**config.mk**
```make
export PLATFORM = sky130hd
export DESIGN_NAME = mips_fetch_unit
export DESIGN_NICKNAME = d
export VERILOG_FILES = /design/src/rtl/mips_fetch_unit.sv
export SDC_FILE = /design/constraint.sdc
export NUM_CORES = 1
export LEC_CHECK = 0
export BUFFER_PORTS_ARGS = -buffer_cell sky130_fd_sc_hd__buf_4
export CAP_MARGIN = 20
export CORE_ASPECT_RATIO = 1.4
export CORE_MARGIN = 2
export CORE_UTILIZATION = 46
export DETAILED_ROUTE_END_ITERATION = 12
export GPL_TIMING_DRIVEN = 0
export PLACE_DENSITY = 0.75
export SLEW_MARGIN = 20
export SYNTH_ARGS = -nofsm -noshare
export SYNTH_HDL_FRONTEND = slang
export SYNTH_SLANG_ARGS = --single-unit
```
**constraint.sdc**
```tcl
create_clock -name clk -period 4.8 [get_ports clk]
set_clock_uncertainty 0.2 [all_clocks]
set_input_delay 0.24 -clock clk [delete_from_list [all_inputs] [get_ports clk]]
set_output_delay 0.24 -clock clk [all_outputs]
set_load 0.02 [all_outputs]
```
**src/rtl/mips_fetch_unit.sv**
```systemverilog
// MIPS instruction fetch stage: FETCH/WAIT/EXEC sequencer over a variable-latency
// instruction memory, with wait timeout/reissue and next-PC selection on retire.
module mips_fetch_unit #(
  parameter logic [31:0] RESET_PC = 32'h0000_0000,
  parameter int          TIMEOUT  = 15
) (
  input  logic        clk,
  input  logic        reset,
  output logic        imem_req,
  output logic [31:0] imem_addr,
  input  logic        imem_rvalid,
  input  logic [31:0] imem_rdata,
  output logic [31:0] instr,
  output logic [5:0]  op,
  output logic [5:0]  funct,
  output logic        instr_valid,
  input  logic        retire,
  input  logic        pcsrc,
  input  logic        jump,
  input  logic [31:0] signimm,
  output logic [31:0] pc,
  output logic [31:0] pcplus4,
  output logic        fetch_err
);

  localparam int            CW       = (TIMEOUT > 1) ? $clog2(TIMEOUT) : 1;
  localparam logic [CW-1:0] CNT_LAST = CW'(TIMEOUT - 1);

  localparam logic [1:0] S_FETCH = 2'd0;
  localparam logic [1:0] S_WAIT  = 2'd1;
  localparam logic [1:0] S_EXEC  = 2'd2;

  logic [1:0]    state;
  logic [CW-1:0] wait_cnt;
  logic [31:0]   next_pc;

  assign pcplus4   = pc + 32'd4;
  assign imem_addr = pc;
  // Gate with reset so the request drops the instant reset asserts.
  assign imem_req  = (state == S_FETCH) && !reset;
  assign op        = instr[31:26];
  assign funct     = instr[5:0];

  always_comb begin
    next_pc = pcplus4;
    if (jump)
      next_pc = {pcplus4[31:28], instr[25:0], 2'b00};
    else if (pcsrc)
      next_pc = pcplus4 + {signimm[29:0], 2'b00};
  end

  always_ff @(posedge clk or posedge reset) begin
    if (reset) begin
      state       <= S_FETCH;
      pc          <= RESET_PC;
      instr       <= 32'h0;
      instr_valid <= 1'b0;
      fetch_err   <= 1'b0;
      wait_cnt    <= '0;
    end else begin
      case (state)
        S_FETCH: begin
          wait_cnt <= '0;
          state    <= S_WAIT;
        end
        S_WAIT: begin
          // Data arriving in the final wait cycle wins over the timeout.
          if (imem_rvalid) begin
            instr       <= imem_rdata;
            instr_valid <= 1'b1;
            state       <= S_EXEC;
          end else if (wait_cnt == CNT_LAST) begin
            fetch_err <= 1'b1;
            state     <= S_FETCH;
          end else begin
            wait_cnt <= wait_cnt + 1'b1;
          end
        end
        S_EXEC: begin
          if (retire) begin
            pc          <= next_pc;
            instr_valid <= 1'b0;
            state       <= S_FETCH;
          end
        end
        default: state <= S_FETCH;
      endcase
    end
  end

endmodule

```
==> qor.csv, run 1 <==
metric,value,unit
sw power,0.00288,W
post-synth cell types,70,
Synth warnings,0,
finished layout cell area,8210,um2
DR WL/cell,19.2,um
"Reg clk slew, reported paths",0.06,ns
die area,13400,um2
clock network fraction of design power,12.4,%
post-synthesis compound-gate area fraction,19.0,%
initial antenna violation count,0,
antenna cells,0,
initial DRC count,471,
Seq cells post-synth,70,
routability cong.,0.952,
clk sinks,70,
vias in the first global route,5901,
placement-stage cell area,7470,um2
final WL,20.4,mm
I/O Buffers,202,
combinational family with the most area after synthesis,compound AO/OA/AOI/OAI gates,
I/O pin total,213,
CP Buf/Inv Count,2,
routed vias/inst,5.63,
sequential power share,21.4,%
hpwl dp,15.2,mm
Synth Flop Type,dfrtp_1,
DRC,0,
Async SR Flop Fraction,100,%
worst path cell trace,ha_1 > nand3_2 > nor3_4 > buf_12 > buf_4 > nand2_1 > xnor2_1 > ha_1 > nand4_1 > nor3_1 > o21ai_0 > and4b_1 > o311ai_2 > o22ai_1 > xnor2_1 > and3_1 > o31ai_2,
Clock Tree Root,clkbuf_16,
Core Region,12300,um2
largest net degree at the start of global routing,53,
final critical-path share of the clock period,93.9,%
Slew @ Worst Pin,0.724,ns
ANT nets after route,0,
H-tree lvl count,3,
area fraction of the dominant cell type after synthesis,30.6,%
Min-Delay Path Depth,4,
Max rail drop VDD,0.517,mV
Tmin final,4.51,ns
first-pass GRT wire length,30.8,mm
sequential share of the synthesized area,30.6,%
leakage power,3.94,nW
Synth Area in Simple Gates,16.5,%
die height,136,um
TritonRoute pass-1 iters,6,
Total GRT Usage,29.2,%
Power Density,729,nW/um2
critical path arrival,4.51,ns
post-synth top area cell,dfrtp_1,
row cnt,48,
clock tree from TritonCTS,done,
fill count,1030,
Worst path depth,17,
worst-skew pair later-pin latency,0.34,ns
Inserted Clock Buffers,9,
setup ws final,0.291,ns
final setup violation count,0,
adder-cell share of the synthesized area,8.66,%
die width,98.3,um
Layout area overhead,43.5,%
WP data required,4.80,ns
routed via count,5974,
RSZ-0062 raised after global routing,false,
pre-CTS setup slack,-0.141,ns
WHS,0.100,ns
internal power,0.00311,W
Cells after Synth,651,
global route overflow,0,
final hold vios,0,
initial core utilization,46.7,%
CP Class,flip-flop to flip-flop,
buffer depth of the longest clock path,2,
layout cells sized above 1,35.9,%
combinational group share of total power,66.3,%
R2R cell count,17,
slowest cell on the critical path,dfrtp_2,
# Max-Cap Violations,0,
synth top area cells,"dfrtp_1, ha_1, buf_4",
FMAX,0.222,GHz
crit end category,flip-flop,
outcome,finished clean,
switch share,48.1,%
Post-synth EDFFs,0,
Synth Area in XOR/XNOR,8.24,%
slew margin rel.,51.7,%
Slew Limit Fails,0,
worst-path maximum fanout,9,
synthesized area,5720,um2
Startpoint Class,flip-flop,
Critical Path Max Stage Delay,0.49,ns
Hold Crit Class,input pin to flip-flop,
multiplexer area fraction after synthesis,7.52,%
fin nets,1016,
cell family with most CP delay,simple AND/OR/NAND/NOR gates,
Mapped Avg Cell Area,8.79,um2
==> per-stage QoR <==
stage | std cells | TNS, ns | util (%) | power [W]
global route | 1062 | 0 | 67.0 | 0.00632
CTS | 1061 | 0 | 66.8 | 0.00594
finish | 1062 | 0 | 67.0 | 0.00598
global placement | 1008 | -0.0712 | 60.8 | 0.00507
detailed placement | 1009 | -0.174 | 61.0 | 0.00513
floorplan | 656 | 0 | - | 0.00367
==> power groups by stage <==
stage	sequential [W]	clock [W]	combinational, W
after CTS	0.00126	0.000750	0.00393
after global routing	0.00131	0.000773	0.00423
after floorplan	0.00146	0	0.00221
after global placement	0.00125	0	0.00382
final	0.00128	0.000741	0.00396
after detailed placement	0.00126	0	0.00387
==> logic make-up (layout without fill, tap and decap cells) <==
group                      count (synthesis)  in the layout
AOI/OAI and AO/OA                        170            170
xor gates and xnor gates                  53             53
adders and majority gates                 39             39
buffers and inverters                     93            349
DFF                                       70             70
muxes                                     39             39
other                                      1              6
and+or+nand+nor                          186            186
==> timing repair <==
item	in CTS	in global routing
endpoints found under the hold margin	103	0
buffers inserted	2	2
gates resized for setup	2	3
hold buffers	34	0
setup endpoints to repair	2	3
pin swaps	1	1
==> layer usage <==
metal	wire, um	global-route usage (%)	part of all wire [%]	vias to the layer above
met5	0	0	0	-
met4	616	11.7	3.0	0
met3	1300	4.58	6.4	47
met2	10700	53.7	52	257
met1	7790	33.8	38	2869
li1	-	-	-	2801
==> placed cells by master, fill, tap and decap left out, types with 8 or more instances in the layout <==
master / n
nand3_1: 17
inv_1: 15
ha_1: 38
and3_1: 10
nand2_1: 62
a21oi_1: 45
clkbuf_1: 21
dlygate4sd3_1: 34
xnor2_1: 29
nand4_1: 14
mux2_2: 32
dfrtp_1: 69
nor3_1: 8
clkbuf_16: 9
nor2_1: 35
buf_4: 254
a21o_1: 11
o21ai_0: 49
xor2_1: 22
o211ai_1: 8
==> cell type report <==
type	instances	area, um2	share of cell area [%]
buffer	75	469	5.71
clock buffer	9	225	2.74
clock inverter	7	105	1.28
inverter	17	66.3	0.808
multi-input combinational	493	3480	42.4
sequential	70	1750	21.3
tap	150	188	2.29
timing repair buffer	241	1930	23.5
==> synthesized netlist by cell type, drive strengths merged (2+ instances only) <==
cell / instances
a211oi: 6
o21a: 6
and2: 2
nor2b: 5
a21oi: 46
nand3b: 3
nand4: 14
nor4: 3
or2: 2
inv: 16
nand2b: 6
a311o: 2
buf: 54
xnor2: 30
and3: 10
and4: 4
ha: 38
o21ai: 51
a31oi: 4
o221ai: 4
a21o: 11
dfrtp: 70
or3: 2
nor2: 35
mux2: 32
xor2: 23
o22ai: 5
nand2: 63
o21bai: 5
o311ai: 2
nor3: 11
o211ai: 8
a2111oi: 2
clkbuf: 22
a22o: 3
nor3b: 4
o31ai: 4
nand3: 18
mux2i: 7
==> worst reg2reg max path, delay by kind of cell, from the launching register on <==
family / cells / cell delay, ns
AO/OA/AOI/OAI: 4 / 0.80
XOR/XNOR: 2 / 0.47
adder cells (fa/ha/maj): 2 / 0.71
flip-flops: 1 / 0.49
buffers and inverters: 2 / 0.27
AND/OR/NAND/NOR: 7 / 1.41
==> sequential cells by signal, indices dropped and copies added, names as in the netlist <==
name         flops
fetch_err        1
wait_cnt         4
instr_valid      1
imem_addr       30
state            2
instr           32
==> worst paths after layout <==
check / slack, ns / start / endpoint
worst min register to register: 0.29 / fetch_err / fetch_err
worst min-delay path: 0.1 / imem_rvalid / state[0]
max in group asynchronous: 3.62 / reset / imem_addr[2]
min in group asynchronous: 0.22 / reset / fetch_err
worst max-delay path: 0.29 / imem_addr[2] / imem_addr[31]
worst max register to register: 0.29 / imem_addr[2] / imem_addr[31]
Power figures use the tool's default switching activity.
==> run 2, diff against run 1 <==
CORE_UTILIZATION = 35   (was 46)
PLACE_DENSITY = unset   (was 0.75)
==> run 2 against run 1 <==
  * Sequential share of layout area about the same
  * Sequential cell count unchanged
  * Die area up 30%
  * Total power down 2.3%
  * Fmax up 0.31%
  * Final cell count up 4.3%
  * Global-route usage down 7.4 points
  * Largest cell class unchanged
  * Utilization down 16 points
  * Clock power down 7.4%
  * Routed wire length down 4.9%
==> qor.csv, run 2 (synthesis results as in run 1) <==
metric,value,unit
CP Class,flip-flop to flip-flop,
vias in the first global route,5573,
TritonRoute pass-1 iters,5,
r2r endpoint,imem_addr[31],
global route overflow,0,
met1 Use GR,26.3,%
Inserted Clock Buffers,9,
leakage power,3.91,nW
slowest cell on the critical path,dfrtp_2,
# Max-Cap Violations,0,
Hold Crit Class,input pin to flip-flop,
critical path arrival,4.54,ns
routability cong.,0.906,
Total GRT Usage,21.8,%
layout cells sized above 1,35.5,%
row cnt,55,
crit end category,flip-flop,
reg-to-reg startpoint,imem_addr[2],
fin nets,1013,
Clock Tree Root,clkbuf_16,
worst path cell trace,ha_1 > nand3_1 > nor3_4 > buf_4 > nand3_1 > xnor2_1 > ha_1 > buf_4 > a21o_1 > a21oi_1 > a21oi_1 > or3b_1 > o311ai_2 > o22ai_1 > xnor2_1 > and3_1 > o31ai_2,
largest net degree at the start of global routing,38,
WHS,0.0773,ns
antenna cells,0,
most frequent cells in the layout,"buf_4, dfrtp_1, nand2_1",
I/O Buffers,202,
met2 usage,39.9,%
placed cell count,1058,
Core Region,16100,um2
Slew Limit Fails,0,
buffer depth of the longest clock path,2,
Max rail drop VDD,0.380,mV
R2R setup slack,0.31,ns
initial DRC count,279,
die height,155,um
crit path to,imem_addr[31],
fill count,1548,
hpwl dp,15.1,mm
Non-Filler Instances,1108,
multi-input logic area,3480,um2
placement-stage cell area,7530,um2
clock tree from TritonCTS,done,
worst-path maximum fanout,9,
die area,17400,um2
final setup violation count,0,
final critical-path share of the clock period,93.6,%
first-pass GRT wire length,30.1,mm
"most common cell after layout, fill and taps aside",buf_4,
Largest register FFs,32,
routed vias/inst,5.15,
final hold vios,0,
RSZ-0062 raised after global routing,false,
routed via count,5701,
die width,112,um
outcome,finished clean,
worst-skew pair later-pin latency,0.34,ns
M3 GR Usage,3.04,%
H-tree lvl count,3,
Slew @ Worst Pin,0.715,ns
sequential cell area,1750,um2
Top Usage Layer GRT,met2,
initial antenna violation count,0,
finished layout cell area,8210,um2
Reg with most FFs,instr,
Layout area overhead,43.4,%
R2R cell count,17,
slew margin rel.,52.3,%
I/O pin total,213,
Power Density,712,nW/um2
Tmin final,4.49,ns
WP data required,4.85,ns
Critical Path Max Stage Delay,0.48,ns
DRC,0,
Startpoint Class,flip-flop,
FMAX,0.222,GHz
"Reg clk slew, reported paths",0.06,ns
ANT nets after route,0,
clk sinks,70,
initial core utilization,35.5,%
Final Util,51.0,%
Critical Path Source,imem_addr[2],
final WL,19.4,mm
DR WL/cell,17.5,um
-- run 2: repair_timing --
item / CTS / global route
hold buffers: 34 / 0
setup buffers: 0 / 1
gates resized for setup: 1 / 5
endpoints found under the setup margin: 1 / 3
hold endpoints to repair: 66 / 0
pin swaps: 0 / 1
-- run 2: worst max-delay path, delay by kind of cell, from the launching register on --
| kind | cells | cell delay [ns] |
|---|---|---|
| and+or+nand+nor | 5 | 1.35 |
| AOI/OAI and AO/OA | 6 | 1.11 |
| adders and majority gates | 2 | 0.57 |
| DFF | 1 | 0.48 |
| xor gates and xnor gates | 2 | 0.37 |
| buffers and inverters | 2 | 0.33 |
-- run 2: worst min-delay path by stage --
stage	startpoint	endpoint	slack, ns	cells after the start
3_5_place_dp	reset	wait_cnt[0]	0.1	2
3_3_place_gp	fetch_err	fetch_err	0.26	1
6_report	imem_rvalid	state[0]	0.08	4
2_1_floorplan	retire	state[1]	0.15	1
4_1_cts	imem_rvalid	state[0]	0.08	4
5_1_grt	imem_rvalid	fetch_err	0.12	3
-- run 2: final cells by class --
| cell class | instances | share of cell area [%] |
|---|---|---|
| tap | 199 | 3.03 |
| inverter | 17 | 0.808 |
| clock inverter | 5 | 0.717 |
| multi-input combinational | 493 | 42.4 |
| buffer | 75 | 5.72 |
| sequential | 70 | 21.4 |
| clock buffer | 11 | 2.96 |
| timing repair buffer | 238 | 23.0 |
-- run 2: metal layers --
metal | vias to the layer above | wire (um)
li1 | 2795 | -
met1 | 2674 | 7980
met2 | 201 | 9930
met3 | 31 | 1080
met4 | 0 | 389
met5 | - | 0
-- run 2: stage by stage --
stage          worst slack, ns  power, W  setup TNS [ns]
4_1_cts                 0.0265   0.00585               0
2_1_floorplan            0.671   0.00367               0
3_3_place_gp           -0.0113   0.00511         -0.0113
6_report                 0.305   0.00585               0
5_1_grt                0.00974   0.00624               0
3_5_place_dp           -0.0197   0.00512         -0.0197
-- run 2: report_power, final --
| part | total (W) | switching (W) | leakage, nW | internal (W) |
|---|---|---|---|---|
| registers | 0.00127 | 0.000405 | 0.840 | 0.000868 |
| logic | 0.00389 | 0.00211 | 2.92 | 0.00177 |
| clock network | 0.000686 | 0.000269 | 0.142 | 0.000417 |
